==> src/rtl/vgaram_map_writer.sv <==
// Write-side master for the display tile RAM: fills the level pattern after reset/clear,
// then performs read-modify-write digs on single tiles and reports gem collection.
module vgaram_map_writer #(
  parameter logic [3:0]  TOP_TILE    = 4'h0,
  parameter logic [3:0]  DIRT_TILE   = 4'h1,
  parameter logic [3:0]  TUNNEL_TILE = 4'h2,
  parameter logic [3:0]  GEM_TILE    = 4'h3,
  parameter int unsigned TILE_SHIFT  = 6
) (
  input  logic       clk100m,
  input  logic       reset,
  input  logic       clear_map,
  input  logic       dig_req,
  input  logic [9:0] dig_posx,
  input  logic [9:0] dig_posy,
  output logic       dig_ack,
  output logic       gem_pulse,
  output logic       busy,
  output logic       init_done,
  output logic       vgaram_we,
  output logic [7:0] vgaram_addra,
  output logic [3:0] vgaram_dina,
  input  logic [3:0] vgaram_douta
);

  typedef enum logic [2:0] {
    S_INIT,
    S_IDLE,
    S_RD_WAIT,
    S_RD_DATA,
    S_ACK
  } state_t;

  state_t     state_q;
  logic [7:0] cnt_q;
  logic       we_q;
  logic [7:0] addr_q;
  logic [3:0] dina_q;
  logic       ack_q;
  logic       gem_q;
  logic       busy_q;
  logic       done_q;

  logic [3:0] pat_d;
  logic [7:0] idx_d;

  function automatic logic [3:0] init_pattern(input logic [7:0] a);
    if (a[7:4] == 4'd0) return TOP_TILE;
    if ((a[7:4] >= 4'd2) && (a[5:4] == 2'b11) && (a[1:0] == 2'b10)) return GEM_TILE;
    return DIRT_TILE;
  endfunction

  always_comb begin
    pat_d = init_pattern(cnt_q);
    idx_d = {dig_posy[TILE_SHIFT+3 -: 4], dig_posx[TILE_SHIFT+3 -: 4]};
  end

  always_ff @(posedge clk100m) begin
    if (reset) begin
      state_q <= S_INIT;
      cnt_q   <= '0;
      we_q    <= 1'b0;
      addr_q  <= '0;
      dina_q  <= '0;
      ack_q   <= 1'b0;
      gem_q   <= 1'b0;
      busy_q  <= 1'b1;
      done_q  <= 1'b0;
    end else begin
      we_q  <= 1'b0;
      ack_q <= 1'b0;
      gem_q <= 1'b0;
      case (state_q)
        S_INIT: begin
          we_q   <= 1'b1;
          addr_q <= cnt_q;
          dina_q <= pat_d;
          cnt_q  <= cnt_q + 8'd1;
          done_q <= 1'b0;
          busy_q <= (cnt_q != 8'hFF);
          if (cnt_q == 8'hFF) state_q <= S_IDLE;
        end
        S_IDLE: begin
          busy_q <= 1'b0;
          done_q <= 1'b1;
          if (clear_map) begin
            busy_q  <= 1'b1;
            done_q  <= 1'b0;
            state_q <= S_INIT;
          // dig_ack is visible during the first IDLE cycle while the requester still
          // holds dig_req; skipping that cycle prevents re-accepting the same request.
          end else if (dig_req && !ack_q) begin
            addr_q  <= idx_d;
            busy_q  <= 1'b1;
            state_q <= S_RD_WAIT;
          end
        end
        S_RD_WAIT: state_q <= S_RD_DATA;
        S_RD_DATA: begin
          if ((vgaram_douta == DIRT_TILE) || (vgaram_douta == GEM_TILE)) begin
            we_q   <= 1'b1;
            dina_q <= TUNNEL_TILE;
            gem_q  <= (vgaram_douta == GEM_TILE);
          end
          state_q <= S_ACK;
        end
        S_ACK: begin
          ack_q   <= 1'b1;
          busy_q  <= 1'b0;
          state_q <= S_IDLE;
        end
        default: state_q <= S_INIT;
      endcase
    end
  end

  assign dig_ack      = ack_q;
  assign gem_pulse    = gem_q;
  assign busy         = busy_q;
  assign init_done    = done_q;
  assign vgaram_we    = we_q;
  assign vgaram_addra = addr_q;
  assign vgaram_dina  = dina_q;

endmodule

==> config.mk <==
export PLATFORM = sky130hd
export DESIGN_NAME = vgaram_map_writer
export DESIGN_NICKNAME = d
export VERILOG_FILES = /design/src/rtl/vgaram_map_writer.sv
export SDC_FILE = /design/constraint.sdc
export NUM_CORES = 1
export LEC_CHECK = 0
export ABC_AREA = 1
export CAP_MARGIN = 10
export CORE_UTILIZATION = 48
export DETAILED_ROUTE_END_ITERATION = 8
export GPL_TIMING_DRIVEN = 0
export PLACE_DENSITY = 0.88
export RECOVER_POWER = 25
export SLEW_MARGIN = 5
export SYNTH_ARGS = -nofsm -noshare
export SYNTH_HDL_FRONTEND = slang
export SYNTH_SLANG_ARGS = --single-unit
==> constraint.sdc <==
create_clock -name clk100m -period 3.2 [get_ports clk100m]
set_input_delay 0.64 -clock clk100m [delete_from_list [all_inputs] [get_ports clk100m]]
set_output_delay 0.64 -clock clk100m [all_outputs]
set_load 0.05 [all_outputs]
==> out/qor.yml <==
run_status:
  status: "finished, final reports clean"
clock_network:
  cts-htree-levels: 1
  clockBufferDepth: 2
  cts_sinks: 26
  post_cts_buffers: 0
  numCtsBuffers: 3
  cts_tree: "done"
  root_buffer: "clkbuf_4"
  ctsResizeCount: 0
  clkLatencyLatePin_ns: 0.32
  cts_hold_buf: 0
  path_clk_slew_ns: 0.13
die:
  fp-row-count: 18
  start_util_pct: 52.7
  die_w_um: 55.1
  die_h_um: 55.1
  core_region_area_mm2: 0.00257
  dieArea_mm2: 0.00304
  io_pins: 45
yosys:
  synth-edff-count: 0
  syn_area_mm2: 0.00135
  yosys_most_used_dff: "dfxtp_1"
  synthDistinctLibCells: 28
  seq_area_frac_synth_pct: 38.4
  synth_cells: 199
  synth_top_area_share_pct: 38.4
  synthTopCellsByArea: "dfxtp_1, nand2_1, nor2_1"
  synth.avg_cell_area_um2: 6.80
  synthArstFlopShare_pct: 0
  synth_largest_area_cell: "dfxtp_1"
  yosys_warnings: 0
  synth-seq-cells: 26
hold_path:
  hold_path_class: "reg -> reg"
power:
  vdd_drop_max_uv: 405
  power_frac_clock_pct: 25.5
  power.leakage_uw: 0.000735
  powerDensity_mw_per_mm2: 316
  power_uw: 541
  sequentialPowerShare_pct: 62.0
  p_comb_share_pct: 12.5
  p_int_uw: 406
  power_switching_uw: 135
  swShare_pct: 25.0
route:
  vias: 1253
  drt-wirelength-per-cell_um: 9.76
  vias_per_cell: 4.76
  ant_nets: 0
  wl_um: 2570
  drc: 0
  firstDrtPassIters: 4
  first_iter_violations: 26
setup_path:
  cp_cell_sequence: "clkdlybuf4s50_1"
  crit_buf_inv: 1
  cp.arrival_ns: 1.48
  required_ns: 2.56
  critPathMaxFanout: 2
  critPathKind: "reg -> out"
  cp_slowest_cell: "clkdlybuf4s50_1"
  critPathMaxStageDelay_ns: 0.80
  crit_family: "buffers and inverters"
  critPathLaunchType: "register"
  critPathCaptureType: "output port"
layout:
  num_antenna_cells: 0
  nets: 265
  area_growth_pct: 26.4
  final_area_mm2: 0.00171
  drive_above_1_share_pct: 9.87
sta:
  final.period_utilization_pct: 66.1
  tightest_slew_ns: 0.497
  period_minus_slack_ns: 2.12
  slew_headroom_pct: 66.8
  setup_tns_ns: 0
  final-hold-violation-count: 0
  fmax_mhz: 472
  rsz0062_at_grt: "false"
  final-max-slew-violation-count: 0
  worst_clock_skew_ns: 0.00134
  setup-violations-final: 0
grt:
  grt_max_degree: 14
  antenna_found_initial: 0
  overflow: 0
  grt_pass1_vias: 1078
  grt_pass1_wl_um: 4350
  gr-usage-all-layers_pct: 19.9
job:
  maxCapViolCount: 0
placed_design:
  hpwl_um: 1960
  placed_area_mm2: 0.00170
  io_buffers: 30
  gp_congestion: 0.781
## per-layer routing
layer	routed length [um]	global-route usage [%]	share of wire, %	up-vias
li1	-	-	-	689
met1	1230	24.2	48	529
met2	1170	34.7	46	33
met3	149	5.74	5.8	2
met4	15	4.17	0.58	0
met5	0	0	0	-
## kinds of logic (layout without fill, tap and decap cells)
kind of cell    after synthesis  count (layout)  synth area share (%)
flops                        26              26                  38.4
fa+ha+maj                     2               2                  1.85
other cells                   1               2                 0.277
buf+inv                      35              68                  12.8
simple gates                112             112                  37.4
compound gates               23              23                  9.24
## flip-flops by register name, indices dropped and copies added (netlist names)
name / flops
init_done: 1
gem_pulse: 1
busy: 1
dig_ack: 1
vgaram_addra: 8
vgaram_we: 1
state_q: 3
cnt_q: 8
vgaram_dina: 2
## Yosys cell counts, types with 3 or more instances
cell      n
nand2_1  55
dfxtp_1  26
nor2_1   26
inv_1    23
nand3_1  17
a21oi_1  11
o21ai_0   6
nor2_4    4
buf_6     3
nor2_2    3
nor3_1    3
## placed cells by master (no fill, tap or decap), drive strengths merged
| master | instances |
|---|---|
| conb | 2 |
| a31oi | 1 |
| nand3 | 18 |
| o21bai | 1 |
| o31ai | 1 |
| clkbuf | 5 |
| a21oi | 12 |
| dlygate4sd3 | 1 |
| clkinv | 1 |
| inv | 25 |
| nor3 | 3 |
| clkdlybuf4s50 | 29 |
| o21ai | 8 |
| ha | 2 |
| nor2 | 33 |
| dfxtp | 26 |
| nand2 | 58 |
| buf | 7 |
## layout make-up
cell class | count | area, um2
clock buffer | 3 | 22.5
timing repair buffer | 30 | 300
multi-input combinational | 139 | 662
buffer | 9 | 66.3
sequential | 26 | 520
tap | 30 | 37.5
fill | 228 | 856
inverter | 26 | 103
## worst paths after layout
| path | startpoint | to | slack (ns) | cells after the start |
|---|---|---|---|---|
| max | dig_ack | dig_ack | 1.08 | 1 |
| min reg2reg | init_done | init_done | 0.47 | 2 |
| min | init_done | init_done | 0.47 | 2 |
| max reg2reg | cnt_q[1] | cnt_q[4] | 1.94 | 5 |
## per-stage QoR
stage | utilization (%) | setup WS [ns] | hold slack, ns | cells
floorplan | - | 1.84 | 0.464 | 200
global placement | 66.0 | 1.33 | 0.454 | 260
detailed placement | 66.0 | 1.33 | 0.455 | 260
CTS | 66.9 | 1.07 | 0.476 | 263
global route | 66.7 | 1.00 | 0.499 | 263
finish | 66.7 | 1.08 | 0.471 | 263
## power groups by stage
stage               Sequential (uW)  Clock [uW]  Combinational [uW]
floorplan                       351           0                29.6
global placement                342           0                67.2
detailed placement              342           0                68.0
CTS                             335         141                68.5
global route                    337         158                73.6
finish                          335         138                67.4
No activity file was read; power rests on OpenSTA's default activity.
